<file path="config.mk">
export PLATFORM = sky130hd
export DESIGN_NAME = tdc_decoder
export DESIGN_NICKNAME = d
export VERILOG_FILES = /design/src/rtl/tdc_decoder.sv
export SDC_FILE = /design/constraint.sdc
export NUM_CORES = 1
export LEC_CHECK = 0
export ABC_AREA = 1
export BUFFER_PORTS_ARGS = -buffer_cell sky130_fd_sc_hd__buf_2
export CORE_MARGIN = 1
export CORE_UTILIZATION = 27
export DETAILED_ROUTE_END_ITERATION = 16
export PLACE_DENSITY_LB_ADDON = 0.3
export SYNTH_ARGS = -nofsm -noshare
export SYNTH_HDL_FRONTEND = slang
export SYNTH_SLANG_ARGS = --single-unit
export TNS_END_PERCENT = 50
</file>
<file path="constraint.sdc">
create_clock -name clk -period 6.61 [get_ports clk]
set_input_delay 1.322 -clock clk [delete_from_list [all_inputs] [get_ports clk]]
set_output_delay 1.322 -clock clk [all_outputs]
set_load 0.01 [all_outputs]
</file>
<file path="src/rtl/tdc_decoder.sv">
// Digital back end of the analog TDC: samples ripple count and ring-phase taps, decodes them
// into {ripple_count, frac}, and produces a modulo phase delta plus invalid-code reporting.
// Optional build macro TDC_BUBBLE_FIX_EN adds a 3-tap majority filter ahead of classification.
module tdc_decoder #(
  parameter int PHASE_W   = 16,
  parameter int RC_W      = 7,
  parameter int WORD_W    = 12,
  parameter int ERR_CNT_W = 8
) (
  input  logic                 clk,
  input  logic                 rst_n,
  input  logic                 en,
  input  logic [RC_W-1:0]      tdc_ripple_count,
  input  logic [PHASE_W-1:0]   tdc_phase,
  output logic [WORD_W-1:0]    tdc_word,
  output logic                 tdc_word_valid,
  output logic [WORD_W-1:0]    tdc_delta,
  output logic                 tdc_delta_valid,
  output logic                 code_err,
  output logic [ERR_CNT_W-1:0] err_count,
  output logic [1:0]           dbg_state
);

  typedef enum logic [1:0] {IDLE = 2'd0, PRIME = 2'd1, RUN = 2'd2} state_t;

  state_t               state_q, state_d;
  logic [RC_W-1:0]      rc_q;
  logic [PHASE_W-1:0]   phase_q;
  logic [PHASE_W-1:0]   p_cls, p_inv;
  logic [PHASE_W+1:0]   p_ext;
  logic [4:0]           ones;
  logic                 is_a, is_b, code_ok;
  logic [4:0]           frac;
  logic [WORD_W-1:0]    word_new;

  logic [WORD_W-1:0]    word_q, word_d, delta_q, delta_d, prev_q, prev_d;
  logic                 wv_q, wv_d, dv_q, dv_d, err_q, err_d;
  logic [ERR_CNT_W-1:0] cnt_q, cnt_d;

  // Stage 1: raw sample of the analog interface, taken every cycle.
  always_ff @(posedge clk or negedge rst_n) begin
    if (!rst_n) begin
      rc_q    <= '0;
      phase_q <= '0;
    end else begin
      rc_q    <= tdc_ripple_count;
      phase_q <= tdc_phase;
    end
  end

  always_comb begin
    p_ext = {phase_q[PHASE_W-1], phase_q, phase_q[0]};
    p_cls = phase_q;
`ifdef TDC_BUBBLE_FIX_EN
    for (int i = 0; i < PHASE_W; i++) begin
      p_cls[i] = (p_ext[i] & p_ext[i+1]) | (p_ext[i] & p_ext[i+2]) | (p_ext[i+1] & p_ext[i+2]);
    end
`endif
  end

  // A code is a low-ones mask (class A) or its complement (class B). For class B the fraction
  // is 16 + zero count = 32 - ones, which mod 32 is simply -ones.
  always_comb begin
    ones = '0;
    for (int i = 0; i < PHASE_W; i++) begin
      ones = ones + 5'(p_cls[i]);
    end
    p_inv    = ~p_cls;
    is_a     = ((p_cls & (p_cls + 16'd1)) == '0) && (p_cls != '1);
    is_b     = ((p_inv & (p_inv + 16'd1)) == '0) && (p_cls != '0);
    code_ok  = is_a || is_b;
    frac     = is_a ? ones : (5'd0 - ones);
    word_new = {rc_q, frac};
  end

  always_comb begin
    state_d = state_q;
    word_d  = word_q;
    delta_d = delta_q;
    wv_d    = wv_q;
    dv_d    = dv_q;
    prev_d  = prev_q;
    err_d   = 1'b0;
    cnt_d   = cnt_q;
    if (!en) begin
      state_d = IDLE;
      word_d  = '0;
      delta_d = '0;
      wv_d    = 1'b0;
      dv_d    = 1'b0;
    end else begin
      case (state_q)
        IDLE: state_d = PRIME;
        PRIME: begin
          if (code_ok) begin
            word_d  = word_new;
            prev_d  = word_new;
            wv_d    = 1'b1;
            state_d = RUN;
          end else begin
            err_d = 1'b1;
          end
        end
        RUN: begin
          if (code_ok) begin
            word_d  = word_new;
            delta_d = word_new - prev_q;
            dv_d    = 1'b1;
            prev_d  = word_new;
          end else begin
            err_d   = 1'b1;
            delta_d = word_q - prev_q;
          end
        end
        default: state_d = IDLE;
      endcase
    end
    if (err_d && (cnt_q != '1)) cnt_d = cnt_q + 1'b1;
  end

  always_ff @(posedge clk or negedge rst_n) begin
    if (!rst_n) begin
      state_q <= IDLE;
      word_q  <= '0;
      delta_q <= '0;
      prev_q  <= '0;
      wv_q    <= 1'b0;
      dv_q    <= 1'b0;
      err_q   <= 1'b0;
      cnt_q   <= '0;
    end else begin
      state_q <= state_d;
      word_q  <= word_d;
      delta_q <= delta_d;
      prev_q  <= prev_d;
      wv_q    <= wv_d;
      dv_q    <= dv_d;
      err_q   <= err_d;
      cnt_q   <= cnt_d;
    end
  end

  assign tdc_word        = word_q;
  assign tdc_word_valid  = wv_q;
  assign tdc_delta       = delta_q;
  assign tdc_delta_valid = dv_q;
  assign code_err        = err_q;
  assign err_count       = cnt_q;
  assign dbg_state       = state_q;

endmodule
</file>
==> results of run 1 <==
[state kept, by name, summed over array words and instances (netlist names)]
signal / count
code_err: 1
tdc_delta_valid: 1
dbg_state: 2
tdc_word_valid: 1
rc_q: 7
err_count: 8
tdc_word: 12
prev_q: 12
tdc_delta: 12
p_cls: 16
[layout by cell type, fill, tap and decap left out, types with 2 or more instances in the layout]
| cell type | instances |
|---|---|
| nand2_1 | 130 |
| inv_1 | 110 |
| dfrtp_1 | 72 |
| buf_2 | 61 |
| nor2_1 | 50 |
| o21ai_0 | 43 |
| ha_1 | 26 |
| nand3_1 | 25 |
| a21oi_1 | 18 |
| o21ai_1 | 11 |
| fa_1 | 11 |
| clkbuf_16 | 9 |
| xor2_1 | 8 |
| o22ai_1 | 8 |
| nor3_1 | 7 |
| nor2_2 | 4 |
| a31oi_1 | 4 |
| clkbuf_1 | 4 |
| nand3_2 | 3 |
| o21ai_2 | 3 |
| or2_2 | 2 |
| a21o_1 | 2 |
[metrics by stage]
step           area, um^2  hold WS (ns)  setup slack [ns]  utilization (%)  total power, W
4_1_cts              5230         0.480             0.916             32.9         0.00149
6_report             5230         0.473             0.887             32.9         0.00147
2_1_floorplan        4410         0.459              1.26                -        0.000856
3_3_place_gp         4940         0.467             0.997             31.1        0.000996
5_1_grt              5230         0.508             0.343             32.9         0.00158
3_5_place_dp         4940         0.464             0.954             31.1        0.000996
[per-layer routing]
layer / vias up / track usage, % / share of wire [%]
met5: - / 0 / 0
met4: 0 / 5.40 / 1.5
met3: 8 / 2.26 / 3.6
met2: 72 / 20.8 / 46
met1: 1662 / 17.4 / 48
li1: 1897 / - / -
[where the power goes]
part	leakage (nW)	switching, W	internal [W]
Combinational	1.68	0.000279	0.000173
Clock	0.141	0.000186	0.000304
Sequential	0.917	0.0000414	0.000490
[worst register-to-register path, stage by stage (launching register included)]
cell and delay, ns:
dfrtp_1 0.46, inv_1 0.11, fa_1 0.55, inv_1 0.05, fa_1 0.46, fa_1 0.50, inv_1 0.05, fa_1 0.42
inv_1 0.07, ha_1 0.16, inv_1 0.06, fa_1 0.37, or2_2 0.31, nand2_1 0.09, inv_1 0.06, o31ai_1 0.23
xnor2_1 0.17, o21ai_0 0.11, ha_1 0.34, a21oi_1 0.17, o21ai_0 0.13, a21oi_1 0.21, nor2_1 0.08, o21ai_0 0.15
nand2_1 0.08, o21ai_0 0.16, nand2_1 0.06
[worst max path at each step]
stage,start,end,cells past startpoint
floorplan,p_cls[0],tdc_delta[9],26
global placement,p_cls[0],tdc_delta[8],26
detailed placement,p_cls[11],tdc_delta[9],28
CTS,p_cls[0],tdc_delta[9],28
global route,p_cls[0],tdc_delta[9],28
finish,p_cls[11],tdc_delta[8],26
[kinds of logic after synthesis]
| family | synth area share (%) |
|---|---|
| and+or+nand+nor | 22.5 |
| AOI/OAI and AO/OA | 11.7 |
| adders and majority gates | 12.4 |
| DFF | 40.9 |
| xor gates and xnor gates | 1.79 |
| buffers and inverters | 10.7 |
[final cells by class]
| type | instances | area share, % |
|---|---|---|
| timing repair buffer | 62 | 5.98 |
| inverter | 112 | 8.04 |
| clock inverter | 2 | 0.741 |
| sequential | 72 | 34.4 |
| clock buffer | 14 | 4.86 |
| multi-input combinational | 371 | 40.8 |
| tap | 216 | 5.17 |
==> results.md, run 1 <==
- Status: finished clean
- Maximum root-to-sink buffer count: 2
- EDFF count, synth: 0
- Register area: 0.00180 mm^2
- Worst hold path class: reg2reg
- Iteration-0 DRC Markers: about 220
- Critical path type: reg2reg
- Drt drc: 0
- Register bit count reported by yosys: 72
- Crit share post-route: ~87%
- Minimum clock period: between 5 and 6 ns
- Most common cell in the synthesized netlist: nand2_1
- Slew Viols, Final: 0
- Clk Latency, worst-skew pair: 0.34 ns
- Die span in x: approximately 130 um
- Max Cap Viol: 0
- Rows: 46
- Top cells by area, synth: dfrtp_1, nand2_1, inv_1
- Global-route wire length before repair: about 17 mm
- Vias in the first global route: 3480
- Peak supply drop: 114 uV
- Post-synthesis sequential area ratio: slightly above 40%
- GRT Total Usage: roughly an eighth
- Area Growth Syn to Fin: 18.7%
- Ant diodes: 0
- Mapped Cells: about 560
- Post_cts resized: 0
- Footprint of the multi-input gates: 0.00213 mm^2
- Worst reg2reg endpoint: tdc_delta[8]
- Final hold viol count: 0
- Yosys warning total: 0
- Async S/R FF share, synth: 100%
- WHS Endpoint: tdc_delta[11]
- Global route overflow: 0
- Post-synth top area cell: dfrtp_1
- Post-synthesis net count: 624
- Total setup buffers inserted after CTS: 0
- Setup crit end kind: flop
- Largest net degree at the start of global routing: 73
- Via count: approximately 3600
- Routed wire length: 10.4 mm
- Most Frequent Cell on Critical Path: inv_1
- RSZ-0062 raised after global routing: no
- Top_reg_cell synth: dfrtp_1
- Crit-path max FO: 7
- Slew HR: a little over a third
- Clk sink count: between 70 and 80
- Area of the mapped netlist: around 0.0044 mm^2
- Die Y: around 130 um
- Initial core utilization: around 28%
- Netlist cell types: between 40 and 50
- CTS buffer count: 9
- DR WL/cell: between 10 and 15 um
- Critical path data arrival time: ~6 ns
- Worst path slowest cell: fa_1
- Skew final: about 0.011 ns
- Post-synthesis average cell area: between 7 and 8 um^2
- CP top delay family: adder cells
- DR pass1 iterations: 7
- Worst path max stage delay: 0.55 ns
- Root Driver: clkbuf_16
- Post-synth top cells: nand2_1, inv_1, dfrtp_1
- Startpoint Class: flop
- Reg clk slew, reported paths: roughly 0.060 ns
- Dpl cells: about 830
- Final setup vio count: 0
- Slew of the pin with the lowest slew margin: approximately 0.95 ns
- Final estimated routing congestion in global placement: roughly 0.84
- Worst Hold Launch: tdc_delta[11]
- Critical path required time: about 6.8 ns
- TNS Setup: 0 ns
- Worst Path Buf+Inv: 6
- Max Freq: 0.175 GHz
- I/O Pins: 63
- Worst hold stages: 2
- HPWL Detailed: between 7 and 8 mm
- Htree depth: 3
- Vias per inst: 4.29
- Hold buffer count at CTS: 0
- TritonCTS clock tree: built
- Die footprint: around 0.017 mm^2
- Worst reg-to-reg setup slack: approximately 0.89 ns
- Antenna Nets Post-Route: 0
- Number of port buffers: 62
- Leak Pwr: around 2.7 nW
- Share of post-route cells with drive strength above 1: roughly 15%
- Core footprint: ~0.016 mm^2
- Finished Layout Cells: 849
- Cells on worst reg2reg path: 26
- Layout fillers: roughly 1700
- Nets: a little under 700
- Post-synth top area share: between 40 and 50%
- Pwr/cell area: about 280 mW/mm^2
- Worst reg2reg path startpoint: p_cls[11]
- Initial antenna violation count: 0
(Power assumes the default switching activity.)
==> run 2, diff against run 1 <==
clock period = 5.6 ns   (was 6.61 ns; I/O delays follow)
==> run 2 against run 1 <==
Against the previous run:
- first-iteration DRC count shrank 22%
- flip-flop and latch count unchanged
- register-to-register slack lost 0.64 ns
- die area unchanged
- critical path type unchanged
- cell count grew 2.0%
- non-clock buffer count increased by 17
- global-route usage increased by 0.92 points
- count of clock-buffer cells in the layout down 4
- via count grew 2.8%
- sequential share of layout area down 1.3 points
- clock skew is 0.0020 ns lower
==> results.md, run 2 (synthesized netlist as in run 1, its figures left out) <==
- Ant diodes: 0 (unchanged)
- Most common cell after layout, fill and taps aside: nand2_1
- Core footprint: 0.0159 mm^2 (unchanged)
- Htree depth: 3 (unchanged)
- Slew Viols, Final: 0 (unchanged)
- Final setup vio count: 0 (unchanged)
- Rows: 46 (unchanged)
- Number of port buffers: 62 (unchanged)
- Crit-path max FO: 4 (-3)
- Via count: 3742 (+2.8%)
- DR pass1 iterations: 4 (-3)
- Critical path data arrival time: 5.63 ns (-0.31 ns)
- Critical path type: reg2reg
- Slew of the pin with the lowest slew margin: 0.970 ns (+0.0204 ns)
- Critical path required time: 5.88 ns (-0.94 ns)
- TritonCTS clock tree: built
- Internal: 0.00115 W (+19%)
- Setup crit end kind: flop
- Final hold viol count: 0 (unchanged)
- Clock share of power: 29.8% (-3.4 points)
- CTS buffer count: 9 (unchanged)
- Initial core utilization: 27.7% (unchanged)
- Pwr/cell area: 333 mW/mm^2 (+18%)
- Area Growth Syn to Fin: 23.5%
- Leak Pwr: 2.82 nW (+3.1%)
- Initial antenna violation count: 0 (unchanged)
- I/O Pins: 63 (unchanged)
- Drt drc: 0 (unchanged)
- Status: finished clean
- Nets: 708 (+2.5%)
- Slew HR: 35.1% (-1.4 points)
- DR WL/cell: 12.7 um (+3.7%)
- Final estimated routing congestion in global placement: 0.861 (+3.0%)
- Iteration-0 DRC Markers: 168 (-22%)
- Skew final: 0.00912 ns (-0.00199 ns)
- Max Cap Viol: 0 (unchanged)
- Flop pwr share: 34.4% (-1.7 points)
- Max Freq: 0.187 GHz (+7.0%)
- GRT Total Usage: 13.9% (+0.92 points)
- Most frequent cells in the layout: nand2_1, inv_1, dfrtp_1, buf_2, nor2_1
- Antenna Nets Post-Route: 0 (unchanged)
- Maximum root-to-sink buffer count: 2 (unchanged)
- Startpoint Class: flop
- Vias per inst: 4.32 (+0.81%)
- Root Driver: clkbuf_16
- Gate power share: 35.8% (+5.1 points)
- Reg clk slew, reported paths: 0.06 ns (about the same)
- Die Y: 130 um (unchanged)
- Die footprint: 0.0168 mm^2 (unchanged)
- Clk Latency, worst-skew pair: 0.34 ns (about the same)
- Vias in the first global route: 3721 (+6.9%)
- Clk sink count: 72 (unchanged)
- Largest register FFs: 16 (unchanged)
- Share of post-route cells with drive strength above 1: 21.7% (+7.2 points)
- Crit share post-route: 95.5% (+9.0 points)
- Overall Power: 0.00181 W (+23%)
- RSZ-0062 raised after global routing: yes
- Minimum clock period: 5.35 ns (-0.373 ns)
- Total net switching power: 0.000657 W (+30%)
- Global-route wire length before repair: 18.2 mm (+7.1%)
- Hold Worst Slack: 0.482 ns (+0.00898 ns)
- Die span in x: 130 um (unchanged)
- HPWL Detailed: 8.19 mm (+3.3%)
- Global route overflow: 0 (unchanged)
- Routed wire length: 11.0 mm (+5.8%)
- Largest net degree at the start of global routing: 73 (unchanged)
- Post-layout util: 34.2% (+1.3 points)
- Switching Share: 36.3% (+1.9 points)
- Worst hold path class: reg2reg
- Peak supply drop: 122 uV (+6.8%)
## run 2: cell count changes in the layout (fill, tap and decap cells not counted), moves of 3 or more
cell / change
inv_2: +8
clkbuf_1: -3
ha_1: -3
fa_2: +3
o21ai_1: +4
buf_4: +17
a21oi_1: -6
o21ai_0: -6
a21oi_2: +6
inv_1: -8
fa_1: -3
## run 2: per-layer routing
metal	track usage (%)	share of wire, %	vias up
met3	2.62	3.6	14
li1	-	-	1937
met5	0	0	-
met2	23.2	48	55
met1	17.9	47	1736
met4	5.20	1.7	0
## run 2: power groups by stage
stage / clock [W] / combinational [W] / sequential (W)
6_report: 0.000539 / 0.000648 / 0.000623
3_5_place_dp: 0 / 0.000553 / 0.000633
3_3_place_gp: 0 / 0.000553 / 0.000631
4_1_cts: 0.000552 / 0.000559 / 0.000624
5_1_grt: 0.000568 / 0.000758 / 0.000633
2_1_floorplan: 0 / 0.000358 / 0.000651
## run 2: layout make-up
| class | instances | area [um^2] |
|---|---|---|
| multi-input cells | 371 | 2230 |
| flip-flops and latches | 72 | 1800 |
| fillers | 1748 | 10400 |
| clock buffers | 10 | 229 |
| inverters | 112 | 420 |
| well taps | 216 | 270 |
| clock inverters | 6 | 43.8 |
| repair buffers | 79 | 440 |
## run 2: stage by stage
step | setup WS, ns | cells | setup TNS, ns | area (um^2)
2_1_floorplan | 0.255 | 561 | 0 | 4410
3_3_place_gp | 0.0922 | 843 | 0 | 5010
4_1_cts | 0.0227 | 859 | 0 | 5290
5_1_grt | -0.111 | 866 | -0.146 | 5440
6_report | 0.250 | 866 | 0 | 5440
3_5_place_dp | 0.0565 | 843 | 0 | 5010
## run 2: timing repair
| item | in CTS | in global routing |
|---|---|---|
| hold buffers | 0 | 0 |
| buffers inserted | 0 | 7 |
| resized for setup | 0 | 39 |
| endpoints found under the setup margin | 0 | 7 |
## run 2: final timing paths
path | end | start | cells past startpoint | slack, ns
worst max-delay path | tdc_delta[9] | p_cls[11] | 27 | 0.25
worst min-delay path | tdc_delta[10] | tdc_delta[10] | 2 | 0.48
worst max register to register | tdc_delta[9] | p_cls[11] | 27 | 0.25
worst min register to register | tdc_delta[10] | tdc_delta[10] | 2 | 0.48
max in group asynchronous | err_count[2] | rst_n | 1 | 4.07
min in group asynchronous | tdc_delta[11] | rst_n | 1 | 0.90
## run 2: worst max-delay path, cell delays in order (launching register included)
cell      delay (ns)
dfrtp_1         0.36
inv_2           0.05
fa_1            0.54
inv_1           0.05
fa_1            0.45
fa_1            0.49
inv_1           0.05
fa_1            0.44
inv_2           0.08
ha_4            0.13
inv_2           0.04
fa_2            0.56
ha_4            0.13
nand3_1         0.07
nand2_1         0.09
xor2_1          0.18
o21ai_1         0.09
ha_1            0.35
a21oi_2         0.19
nor2_2          0.05
a211oi_2        0.23
inv_1           0.09
a21oi_2         0.15
inv_2           0.06
a21oi_2         0.14
or2_2           0.12
nand3_1         0.05
nand2_1         0.06
